**src/rtl/i2s_top.sv**
```systemverilog
// I2S transmitter and receiver joined in internal loopback, sharing one bit-clock divider.
// The serial bus is exposed on outputs purely for observation.

module i2s_clkgen #(
    parameter int unsigned DW = 16
) (
    input  logic          clk_i,
    input  logic          rst_ni,
    input  logic [DW-1:0] prescaler_i,
    output logic          bclk_o,
    output logic          rise_o,
    output logic          fall_o
);

    logic [DW-1:0] cnt_q, cnt_d;
    logic          bclk_q, bclk_d;
    logic          wrap;

    // The prescaler is compared live, so a new value applies at the next comparison.
    always_comb begin
        wrap   = (cnt_q >= prescaler_i);
        cnt_d  = wrap ? '0 : cnt_q + DW'(1);
        bclk_d = bclk_q ^ wrap;
        rise_o = wrap & ~bclk_q;
        fall_o = wrap & bclk_q;
    end

    always_ff @(posedge clk_i or negedge rst_ni) begin
        if (!rst_ni) begin
            cnt_q  <= '0;
            bclk_q <= 1'b0;
        end else begin
            cnt_q  <= cnt_d;
            bclk_q <= bclk_d;
        end
    end

    assign bclk_o = bclk_q;

endmodule

module i2s_tx #(
    parameter int unsigned DW = 16,
    parameter int unsigned NW = $clog2(2 * DW)
) (
    input  logic          clk_i,
    input  logic          rst_ni,
    input  logic          fall_i,
    input  logic [DW-1:0] left_i,
    input  logic [DW-1:0] right_i,
    output logic          ws_o,
    output logic          sd_o,
    output logic [NW-1:0] bit_idx_o
);

    localparam int unsigned FW = 2 * DW;

    logic [NW-1:0] n_q, n_d;
    logic          ws_q, ws_d;
    logic [FW-1:0] sr_q, sr_d;

    // Loading at n=1 rather than n=0 gives the Philips one-bit lag of SD behind WS;
    // the right LSB then shifts out during n=0 of the following frame.
    always_comb begin
        n_d  = n_q;
        ws_d = ws_q;
        sr_d = sr_q;
        if (fall_i) begin
            n_d  = (n_q == NW'(FW - 1)) ? '0 : n_q + NW'(1);
            ws_d = (n_d >= NW'(DW));
            if (n_d == NW'(1)) begin
                sr_d = {left_i, right_i};
            end else begin
                sr_d = {sr_q[FW-2:0], 1'b0};
            end
        end
    end

    always_ff @(posedge clk_i or negedge rst_ni) begin
        if (!rst_ni) begin
            n_q  <= NW'(FW - 1);
            ws_q <= 1'b1;
            sr_q <= '0;
        end else begin
            n_q  <= n_d;
            ws_q <= ws_d;
            sr_q <= sr_d;
        end
    end

    assign ws_o      = ws_q;
    assign sd_o      = sr_q[FW-1];
    assign bit_idx_o = n_q;

endmodule

module i2s_rx #(
    parameter int unsigned DW = 16,
    parameter int unsigned NW = $clog2(2 * DW)
) (
    input  logic          clk_i,
    input  logic          rst_ni,
    input  logic          rise_i,
    input  logic          sd_i,
    input  logic [NW-1:0] bit_idx_i,
    output logic [DW-1:0] left_o,
    output logic [DW-1:0] right_o
);

    logic [DW-1:0] sr_q, sr_d;
    logic [DW-1:0] left_q, left_d;
    logic [DW-1:0] right_q, right_d;
    logic [DW-1:0] word;

    // The word includes the bit sampled on this very rise, so it is built combinationally.
    always_comb begin
        word    = {sr_q[DW-2:0], sd_i};
        sr_d    = sr_q;
        left_d  = left_q;
        right_d = right_q;
        if (rise_i) begin
            sr_d = word;
            if (bit_idx_i == NW'(DW)) begin
                left_d = word;
            end
            if (bit_idx_i == '0) begin
                right_d = word;
            end
        end
    end

    always_ff @(posedge clk_i or negedge rst_ni) begin
        if (!rst_ni) begin
            sr_q    <= '0;
            left_q  <= '0;
            right_q <= '0;
        end else begin
            sr_q    <= sr_d;
            left_q  <= left_d;
            right_q <= right_d;
        end
    end

    assign left_o  = left_q;
    assign right_o = right_q;

endmodule

module i2s_top #(
    parameter int unsigned AUDIO_DW = 16
) (
    input  logic                i_tx_sclk,
    input  logic                i_rst_n,
    input  logic [AUDIO_DW-1:0] i_tx_prescaler,
    input  logic [AUDIO_DW-1:0] i_tx_left_chan,
    input  logic [AUDIO_DW-1:0] i_tx_right_chan,
    output logic [AUDIO_DW-1:0] o_rx_left_chan,
    output logic [AUDIO_DW-1:0] o_rx_right_chan,
    output logic                o_i2s_bclk,
    output logic                o_i2s_ws,
    output logic                o_i2s_sd
);

    localparam int unsigned NW = $clog2(2 * AUDIO_DW);

    logic          bclk;
    logic          rise;
    logic          fall;
    logic          ws;
    logic          sd;
    logic [NW-1:0] bit_idx;

    i2s_clkgen #(.DW(AUDIO_DW)) u_clkgen (
        .clk_i       (i_tx_sclk),
        .rst_ni      (i_rst_n),
        .prescaler_i (i_tx_prescaler),
        .bclk_o      (bclk),
        .rise_o      (rise),
        .fall_o      (fall)
    );

    i2s_tx #(.DW(AUDIO_DW), .NW(NW)) u_tx (
        .clk_i     (i_tx_sclk),
        .rst_ni    (i_rst_n),
        .fall_i    (fall),
        .left_i    (i_tx_left_chan),
        .right_i   (i_tx_right_chan),
        .ws_o      (ws),
        .sd_o      (sd),
        .bit_idx_o (bit_idx)
    );

    i2s_rx #(.DW(AUDIO_DW), .NW(NW)) u_rx (
        .clk_i     (i_tx_sclk),
        .rst_ni    (i_rst_n),
        .rise_i    (rise),
        .sd_i      (sd),
        .bit_idx_i (bit_idx),
        .left_o    (o_rx_left_chan),
        .right_o   (o_rx_right_chan)
    );

    assign o_i2s_bclk = bclk;
    assign o_i2s_ws   = ws;
    assign o_i2s_sd   = sd;

endmodule

```
**config.mk**
```make
export PLATFORM = sky130hd
export DESIGN_NAME = i2s_top
export DESIGN_NICKNAME = d
export VERILOG_FILES = /design/src/rtl/i2s_top.sv
export SDC_FILE = /design/constraint.sdc
export NUM_CORES = 1
export LEC_CHECK = 0
export ABC_AREA = 1
export CAP_MARGIN = 40
export CORE_AREA = 8 8 114 126
export CTS_CLUSTER_DIAMETER = 60
export DETAILED_ROUTE_END_ITERATION = 12
export DIE_AREA = 0 0 122 134
export GPL_ROUTABILITY_DRIVEN = 0
export MAX_ROUTING_LAYER = met4
export PLACE_DENSITY_LB_ADDON = 0.2
export SLEW_MARGIN = 15
export SYNTH_ARGS = -nofsm -noshare
export SYNTH_HDL_FRONTEND = slang
export SYNTH_HIERARCHICAL = 1
export SYNTH_SLANG_ARGS = --single-unit
export TNS_END_PERCENT = 5
```
**constraint.sdc**
```tcl
create_clock -name i_tx_sclk -period 3.1 [get_ports i_tx_sclk]
set_input_delay 0.465 -clock i_tx_sclk [delete_from_list [all_inputs] [get_ports i_tx_sclk]]
set_output_delay 0.465 -clock i_tx_sclk [all_outputs]
set_load 0.01 [all_outputs]
```
==> out/summary.txt, run 1 <==
Status: finished clean
Min Tclk post-route: 2.58 ns
Final Hold Fails: 0
Worst-margin pin slew: 0.720 ns
Most common cell after layout, fill and taps aside: nand2_1
Placed Cells: 910
Final Cycle Share: 83.2%
Rel. slew slack: 52.0%
Maximum number of pins on one net before global-route repair: 52
VDD IR-drop max: 0.249 mV
# nets final: 835
Vias: 4520
Clk sinks: 101
Hold Crit Class: input pin to async pin
Die Y-Extent: 134 µm
Share of layout cells above drive strength 1: 7.93%
Max Fclk: 388 MHz
TritonCTS clock tree: yes
Die width: 122 µm
Most frequent cells in the layout: nand2_1 (223), inv_1 (105), dfrtp_1 (96)
Power Total: 2.98 mW
Post-Synthesis Cells: 682
Clk slew on worst S/H paths: 0.08 ns
# rows: 43
CP Max Fanout: 33
DP Area: 6360 µm²
Worst EP arrival: 2.82 ns
Origin of the worst setup path: u_tx/bit_idx_o[0]
ANT nets after route: 0
Die area: 16300 µm²
Num ports: 85
Clk_lat worst skew: 0.35 ns
Leak: 3.50 nW
DRT Pass-1 Iters: 4
WP data required: 3.34 ns
Starting DRT DRC Count: 293
Final max-slew violation count: 0
Synth warnings: 6
Count of different cell masters after synthesis: 31
Reg2Reg Launch Point: u_tx/bit_idx_o[0]
Grt total ovfl: 0
Seq cells post-synth: 101
Final HPWL DP: 8.69 mm
Setup Fix Bufs, Post-CTS: 0
Post-cts resize count: 0
CTS Root Cell: clkbuf_16
Kind of critical path: flop to flop
Initial Util: 43.5%
Drc violations: 0
Num CTS Buffers: 9
Vias in the first global route: 4402
Syn Nets: 753
Routed wire per std cell: 12.9 µm
Final Setup Violations: 0
Vias/cell: 4.88
Number of buffers added on ports: 84
ANT cells: 0
Clk buf depth: 2
Initial antenna violation count: 0
Cts hold-fix bufs: 0
Setup TNS: 0 ns
Area grow syn2layout: 24.1%
H-tree lvl count: 3
Max-capacitance violation count: 0
Sequential fraction of the synthesis area: 47.2%
CP Launch Type: flop
Final instance area: 6650 µm²
Post-Syn Area: 5360 µm²
First-pass GRT wire length: 20.5 mm
RSZ-0062 raised after global routing: no
Core area: 12300 µm²
Non-filler cells, final: 926
Final wirelength: 12.0 mm
Worst Setup End Kind: flop
GRT Overall Usage: 15.6%
Pwr Density: 448 nW/µm²
Clock skew: 0.0106 ns
Mapped Avg Cell Area: 7.86 µm²
==> synth_stat cells, drive strengths merged <==
master    n  area (µm²)
o22ai     1        6.26
nand3    73         393
nor3      5        30.0
ha       21         263
nand2   228         873
o21ai    18        90.1
nand3b    1        7.51
buf      22         151
clkbuf    8        30.0
xnor2     3        26.3
dfstp     5         131
o31ai     1        7.51
inv     109         409
dfrtp    96        2400
o21a      1        7.51
nand4    36         225
nor2     39         204
xor2      8        70.1
a21oi     7        35.0
==> through the flow <==
stage | utilization [%] | hold WS, ns | setup WS [ns]
finish | 54.0 | 0.0544 | 0.521
global route | 54.0 | 0.0811 | 0.295
detailed placement | 51.7 | 0.451 | 0.216
floorplan | - | 0.169 | 0.738
CTS | 54.0 | 0.0697 | 0.532
global placement | 51.4 | 0.462 | 0.282
==> path summary, 6_finish.rpt <==
| check | end | slack, ns | cells past startpoint |
|---|---|---|---|
| max | u_tx/sr_q[4] | 0.52 | 10 |
| min | u_rx/right_o[7] | 0.05 | 1 |
| max reg2reg | u_tx/sr_q[4] | 0.52 | 10 |
| min reg2reg | u_tx/sr_q[16] | 0.48 | 2 |
| max in group asynchronous | u_rx/left_o[4] | 2.25 | 3 |
| min in group i_tx_sclk | u_tx/sr_q[16] | 0.48 | 2 |
==> metal layers <==
metal	GRT usage, %	vias to the layer above	part of all wire (%)
met1	18.8	2131	46
met5	-	-	0
met2	25.5	82	49
met4	5.15	0	1.3
li1	-	2296	-
met3	3.24	11	3.7
==> layout make-up <==
| type | instances | area (µm²) |
|---|---|---|
| Timing Repair Buffer | 101 | 986 |
| Tap cell | 157 | 196 |
| Clock buffer | 10 | 239 |
| Multi-Input combinational cell | 442 | 2240 |
| Clock inverter | 6 | 51.3 |
| Fill cell | 1158 | 5670 |
| Sequential cell | 101 | 2530 |
| Inverter | 109 | 409 |
==> sequential cells by signal, indices dropped and copies added (netlist names) <==
register,flops
u_clkgen/cnt_q,16
u_tx/bit_idx_o,5
u_rx/sr_q,15
u_clkgen/bclk_o,1
u_rx/right_o,16
u_tx/sr_q,32
u_rx/left_o,16
==> where the power goes <==
group | internal [mW] | switching (mW) | total (mW)
sequential | 1.38 | 0.0708 | 1.45
clock | 0.581 | 0.519 | 1.10
combinational | 0.193 | 0.241 | 0.435
total | 2.15 | 0.831 | 2.98
==> worst max-delay path: stages, from the launching register on <==
cell and delay [ns]:
dfstp_2 0.40, ha_1 0.23, nand2_1 0.10, nor2_1 0.05, ha_1 0.21, inv_2 0.10
nand3_2 0.56, nand2_4 0.57, nand2_1 0.11, nand3_1 0.09, nand2_1 0.05
==> cells by family (layout without fill, tap and decap cells) <==
| logic type | Yosys count | count (layout) | synth area share (%) |
|---|---|---|---|
| xor gates and xnor gates | 11 | 11 | 1.80 |
| and+or+nand+nor | 382 | 382 | 32.3 |
| buffers and inverters | 139 | 226 | 11.0 |
| adders and majority gates | 21 | 21 | 4.90 |
| DFF | 101 | 101 | 47.2 |
| AOI/OAI and AO/OA | 28 | 28 | 2.73 |
No activity file was read; power rests on OpenSTA's default activity.
==> inputs of run 2 (changes only) <==
==> constraint.sdc (replaced) <==
create_clock -name i_tx_sclk -period 2.7 [get_ports i_tx_sclk]
set_input_delay 0.405 -clock i_tx_sclk [delete_from_list [all_inputs] [get_ports i_tx_sclk]]
set_output_delay 0.405 -clock i_tx_sclk [all_outputs]
set_load 0.01 [all_outputs]
==> out/summary.txt, run 2 (synthesis gave the netlist of run 1 again) <==
Status: finished clean
Combinational share of power: 14.5% (about the same)
Final Setup Violations: 0 (unchanged)
Final Hold Fails: 0 (unchanged)
H-tree lvl count: 3 (unchanged)
WP data required: 2.93 ns (-0.41 ns)
Clk sinks: 101 (unchanged)
Share of layout cells above drive strength 1: 8.04% (+0.11 points)
Worst EP arrival: 2.58 ns (-0.24 ns)
Placed Cells: 912 (+0.22%)
Critical-path cell with the highest stage delay: clkdlybuf4s50_1
Most frequent cells in the layout: nand2_1 (223), inv_1 (105), dfrtp_1 (96)
Die width: 122 µm (unchanged)
Clk_lat worst skew: 0.34 ns (about the same)
Final Cycle Share: 87.1%
Leak: 3.51 nW (+0.28%)
Maximum number of pins on one net before global-route repair: 60 (+15%)
Num ports: 85 (unchanged)
Clock share of power: 37.2% (+0.3 points)
Sequence of cells on the critical path: clkdlybuf4s50_1 > inv_1 > ha_1 > nand2_1 > nor2_1 > nor2_1 > nand2_1 > nand2_1 > nand2_1 > nand2_1 > nand2_2 > ha_1 > inv_2 > nor2_8 > nand3_4 > nand2_1 > nand2_1
CP Launch Type: input pin
Grt total ovfl: 0 (unchanged)
Reg power frac: 48.2% (-0.3 points)
RSZ-0062 raised after global routing: no
Vias/cell: 4.77 (-2.2%)
First-pass GRT wire length: 20.2 mm (-1.3%)
Filler cells: 1180 (+1.9%)
Most flops, register: u_tx/sr_q
Die area: 16300 µm² (unchanged)
Hold Crit Class: input pin to async pin
Setup Fix Bufs, Post-CTS: 0 (unchanged)
Clk slew on worst S/H paths: 0.07 ns (about the same)
Vias: 4430 (-2.0%)
CP Max Fanout: 16 (-52%)
Kind of critical path: input pin to flop
Worst-margin pin slew: 0.805 ns (+0.0855 ns)
# nets final: 837 (+0.24%)
Setup TNS: 0 ns (unchanged)
Worst Setup End Kind: flop
DRT Pass-1 Iters: 4 (unchanged)
Min Tclk post-route: 2.35 ns
Switch Pwr: 0.922 mW (+11%)
Rel. slew slack: 46.3% (-5.7 points)
Num CTS Buffers: 9 (unchanged)
Max reg flops: 32 (unchanged)
Die Y-Extent: 134 µm (unchanged)
ANT cells: 0 (unchanged)
VDD IR-drop max: 0.383 mV (+53%)
# rows: 43 (unchanged)
Final HPWL DP: 8.49 mm (-2.3%)
Starting DRT DRC Count: 288 (-1.7%)
Vias in the first global route: 4465 (+1.4%)
CP dominant cell by count: nand2_1
Initial antenna violation count: 0 (unchanged)
Final wirelength: 11.6 mm (-3.1%)
Number of buffers added on ports: 84 (unchanged)
Initial Util: 43.5% (unchanged)
Routed wire per std cell: 12.5 µm (-3.3%)
Clock skew: 0.0119 ns (+0.00130 ns)
Cts hold-fix bufs: 0 (unchanged)
Reg2Reg Launch Point: u_tx/bit_idx_o[0]
Most common cell after layout, fill and taps aside: nand2_1
Clk buf depth: 2 (unchanged)
Final max-slew violation count: 0 (unchanged)
Internal power: 2.52 mW (+17%)
Core area: 12300 µm² (unchanged)
TritonCTS clock tree: yes
Switching share of power: 26.8% (-1.1 points)
Origin of the worst setup path: i_tx_prescaler[3]
Area grow syn2layout: 24.7%
Pwr Density: 515 nW/µm² (+15%)
Power Total: 3.44 mW (+16%)
Post-cts resize count: 0 (unchanged)
Non-filler cells, final: 928 (+0.22%)
Drc violations: 0 (unchanged)
Max Fclk: 425 MHz
Slowest Stage Delay on Critical Path: 0.45 ns (-0.12 ns)
Max-capacitance violation count: 0 (unchanged)
ANT nets after route: 0 (unchanged)
GRT Overall Usage: 15.2% (-0.48 points)
CTS Root Cell: clkbuf_16
==> run 2: cell types whose count changed in the layout (fill, tap and decap cells not counted) <==
cell,before,now
bufinv_16,0,1
inv_8,1,0
clkbuf_8,1,0
clkbuf_1,0,1
inv_6,3,0
clkinv_2,1,2
clkinvlp_4,0,2
buf_16,1,0
buf_12,0,3
==> run 2: power by group through the flow <==
stage               registers, mW  logic, mW  clock network (mW)
floorplan                    1.67      0.339                   0
global placement             1.69      0.486                   0
detailed placement           1.69      0.505                   0
CTS                          1.66      0.508                1.31
global route                 1.68      0.573                1.37
finish                       1.66      0.501                1.28
==> run 2: metrics by stage <==
stage | setup WS [ns] | utilization [%] | cell area [µm²] | hold slack (ns)
2_1_floorplan | 0.398 | - | 5360 | 0.109
3_3_place_gp | 0.0383 | 51.9 | 6400 | 0.434
3_5_place_dp | -0.0133 | 51.9 | 6400 | 0.446
4_1_cts | 0.341 | 54.3 | 6690 | 0.0746
5_1_grt | 0.0852 | 54.3 | 6690 | 0.0917
6_report | 0.348 | 54.3 | 6690 | 0.0504
==> run 2: per-layer routing <==
layer,part of all wire [%],track usage [%],vias up
met1,47,18.5,2028
met2,48,24.7,95
met3,4.1,3.28,5
li1,-,-,2302
met5,0,-,-
met4,0.63,4.19,0
==> run 2: worst max-delay path: cells and delay by family <==
family | cells | cell delay [ns]
adder cells (fa/ha/maj) | 2 | 0.52
buffers and inverters | 3 | 0.58
AND/OR/NAND/NOR | 12 | 1.08
==> run 2: worst paths after layout <==
| path | endpoint | slack (ns) | cells past startpoint |
|---|---|---|---|
| max | u_rx/right_o[7] | 0.35 | 17 |
| min | u_rx/right_o[8] | 0.05 | 1 |
| max reg2reg | u_tx/sr_q[12] | 0.36 | 10 |
| min reg2reg | u_tx/sr_q[14] | 0.48 | 2 |
| max in group asynchronous | u_tx/bit_idx_o[4] | 1.90 | 2 |
| min in group i_tx_sclk | u_tx/sr_q[14] | 0.48 | 2 |
==> run 2: cell type report <==
type                            instances  area, µm²  share of cell area, %
Clock buffer                           10        229                   3.42
Clock inverter                          6       63.8                  0.954
Inverter                              109        409                   6.12
Multi-Input combinational cell        442       2240                   33.5
Sequential cell                       101       2530                   37.9
Tap cell                              157        196                   2.94
Timing Repair Buffer                  103       1020                   15.2
==> inputs of run 3 (changes only) <==
--- a/config.mk
+++ b/config.mk
@@ -9,12 +9,13 @@
 export CAP_MARGIN = 40
 export CORE_AREA = 8 8 114 126
 export CTS_CLUSTER_DIAMETER = 60
+export CTS_CLUSTER_SIZE = 25
 export DETAILED_ROUTE_END_ITERATION = 12
 export DIE_AREA = 0 0 122 134
 export GPL_ROUTABILITY_DRIVEN = 0
 export MAX_ROUTING_LAYER = met4
 export PLACE_DENSITY_LB_ADDON = 0.2
-export SLEW_MARGIN = 15
+export SLEW_MARGIN = 25
 export SYNTH_ARGS = -nofsm -noshare
 export SYNTH_HDL_FRONTEND = slang
 export SYNTH_HIERARCHICAL = 1
==> out/summary.txt, run 3 (synthesis gave the netlist of run 1 again) <==
Status: finished clean
Final Hold Fails: 0 (unchanged)
Clk buf depth: 2 (unchanged)
Num ports: 85 (unchanged)
CTS Root Cell: clkbuf_16
Hold Crit Class: input pin to async pin
WP data required: 2.93 ns (about the same)
Num CTS Buffers: 9 (unchanged)
Final wirelength: 11.6 mm (about the same)
Initial Util: 43.5% (unchanged)
ANT nets after route: 0 (unchanged)
# rows: 43 (unchanged)
GRT Overall Usage: 15.2% (unchanged)
Worst Setup End Kind: flop
CP dominant cell by count: nand2_1
Reg-to-reg setup timing slack: 0.36 ns (about the same)
Max reg flops: 32 (unchanged)
Worst reg-to-reg path cell count: 10 (unchanged)
Final Setup Violations: 0 (unchanged)
Final HPWL DP: 8.49 mm (unchanged)
Max-capacitance violation count: 0 (unchanged)
Final max-slew violation count: 0 (unchanged)
Leak: 3.51 nW (+0.17%)
Grt total ovfl: 0 (unchanged)
Initial antenna violation count: 0 (unchanged)
Vias/cell: 4.78 (about the same)
Routed wire per std cell: 12.5 µm (-0.12%)
H-tree lvl count: 3 (unchanged)
RSZ-0062 raised after global routing: no
Footprint of the multi-input gates: 2240 µm² (unchanged)
Place WS: -0.0133 ns (unchanged)
Most common cell after layout, fill and taps aside: nand2_1
Max Fclk: 428 MHz (+0.64%)
Slowest Stage Delay on Critical Path: 0.49 ns (+0.04 ns)
Vias in the first global route: 4465 (unchanged)
Worst-margin pin slew: 0.560 ns (-0.245 ns)
Cts hold-fix bufs: 0 (unchanged)
Share of layout cells above drive strength 1: 8.16% (+0.12 points)
Clk sinks: 101 (unchanged)
Met3 GRT Util: 3.28% (unchanged)
Starting DRT DRC Count: 274 (-4.9%)
Reg2Reg Launch Point: u_tx/bit_idx_o[0]
Vias: 4437 (+0.16%)
Setup Fix Bufs, Post-CTS: 0 (unchanged)
Die width: 122 µm (unchanged)
VDD IR-drop max: 0.381 mV (-0.55%)
Post-cts resize count: 0 (unchanged)
Global route hottest layer: met2
Worst EP arrival: 2.57 ns (about the same)
Critical-path cell with the highest stage delay: nand2_4
Filler cells: 1180 (unchanged)
Setup WS post-layout: 0.363 ns (+0.0149 ns)
Core area: 12300 µm² (unchanged)
Most frequent cells in the layout: nand2_1 (223), inv_1 (105), dfrtp_1 (96)
Area grow syn2layout: 24.9%
Reg-to-Reg End: u_tx/sr_q[12]
Die area: 16300 µm² (unchanged)
Pwr Density: 514 nW/µm² (-0.19%)
Kind of critical path: flop to flop
DRT Pass-1 Iters: 4 (unchanged)
Maximum number of pins on one net before global-route repair: 60 (unchanged)
Clk_lat worst skew: 0.34 ns (about the same)
Number of buffers added on ports: 84 (unchanged)
Min Tclk post-route: 2.34 ns (-0.0149 ns)
ANT cells: 0 (unchanged)
Buf/Inv on CP: 1 (-2)
Sequence of cells on the critical path: ha_1 > nand2_1 > nor2_1 > ha_1 > inv_2 > nand3_2 > nand2_4 > nand2_1 > nand3_1 > nand2_1
Most flops, register: u_tx/sr_q
GR Util met1: 18.5% (unchanged)
Met2 Use GR: 24.7% (unchanged)
Drc violations: 0 (unchanged)
Clk slew on worst S/H paths: 0.07 ns (about the same)
Rel. slew slack: 62.7% (+16 points)
CP Launch Type: flop
CP Max Fanout: 32 (+16)
Sequential standard cell area: 2530 µm² (unchanged)
Die Y-Extent: 134 µm (unchanged)
First-pass GRT wire length: 20.2 mm (unchanged)
Final Cycle Share: 86.6% (-0.55 points)
Clock skew: 0.00980 ns (-0.00212 ns)
Cell family with most CP delay: simple AND/OR/NAND/NOR gates
Fin util: 54.4% (+0.091 points)
TritonCTS clock tree: yes
# nets final: 838 (+0.12%)
-- run 3: stage by stage --
| stage | power, mW | instances | instance area [µm²] | TNS (ns) | hold slack [ns] |
|---|---|---|---|---|---|
| after global placement | 2.18 | 912 | 6400 | 0 | 0.434 |
| after detailed placement | 2.20 | 912 | 6400 | -0.0585 | 0.446 |
| after global routing | 3.62 | 929 | 6700 | 0 | 0.0917 |
| after CTS | 3.49 | 928 | 6690 | 0 | 0.0746 |
| after floorplan | 2.01 | 682 | 5360 | 0 | 0.109 |
| final | 3.44 | 929 | 6700 | 0 | 0.0531 |
-- run 3: layer usage --
metal | part of all wire (%) | wire length (µm) | vias to the layer above
met5 | 0 | 0 | -
met4 | 0.99 | 115 | 0
met3 | 3.9 | 454 | 8
met2 | 47 | 5500 | 83
met1 | 48 | 5520 | 2039
li1 | - | - | 2307
-- run 3: worst register-to-register path: stages (launching register included) --
cell,delay [ns]
dfstp_2,0.40
ha_1,0.21
nand2_1,0.10
nor2_1,0.05
ha_1,0.21
inv_2,0.09
nand3_2,0.44
nand2_4,0.49
nand2_1,0.11
nand3_1,0.08
nand2_1,0.05
-- run 3: final cells by class --
| class | instances | area share (%) |
|---|---|---|
| clock buffers | 10 | 3.42 |
| clock inverters | 6 | 0.952 |
| inverters | 109 | 6.11 |
| multi-input cells | 442 | 33.4 |
| flip-flops and latches | 101 | 37.8 |
| well taps | 157 | 2.93 |
| repair buffers | 104 | 15.4 |
-- run 3: where the power goes --
group	total [mW]	switching, mW	internal (mW)
clock	1.28	0.561	0.717
combinational	0.504	0.279	0.225
sequential	1.66	0.0803	1.58
-- run 3: how the worst max path moves through the flow --
| stage | to | from | cells after the start | slack (ns) |
|---|---|---|---|---|
| 3_3_place_gp | u_rx/right_o[0] | i_tx_prescaler[3] | 17 | 0.04 |
| 2_1_floorplan | u_rx/left_o[10] | i_tx_prescaler[3] | 18 | 0.40 |
| 3_5_place_dp | u_rx/right_o[1] | i_tx_prescaler[3] | 17 | -0.01 |
| 4_1_cts | u_rx/right_o[6] | i_tx_prescaler[3] | 17 | 0.34 |
| 5_1_grt | u_tx/sr_q[7] | u_tx/bit_idx_o[0] | 10 | 0.09 |
| 6_report | u_tx/sr_q[12] | u_tx/bit_idx_o[0] | 10 | 0.36 |
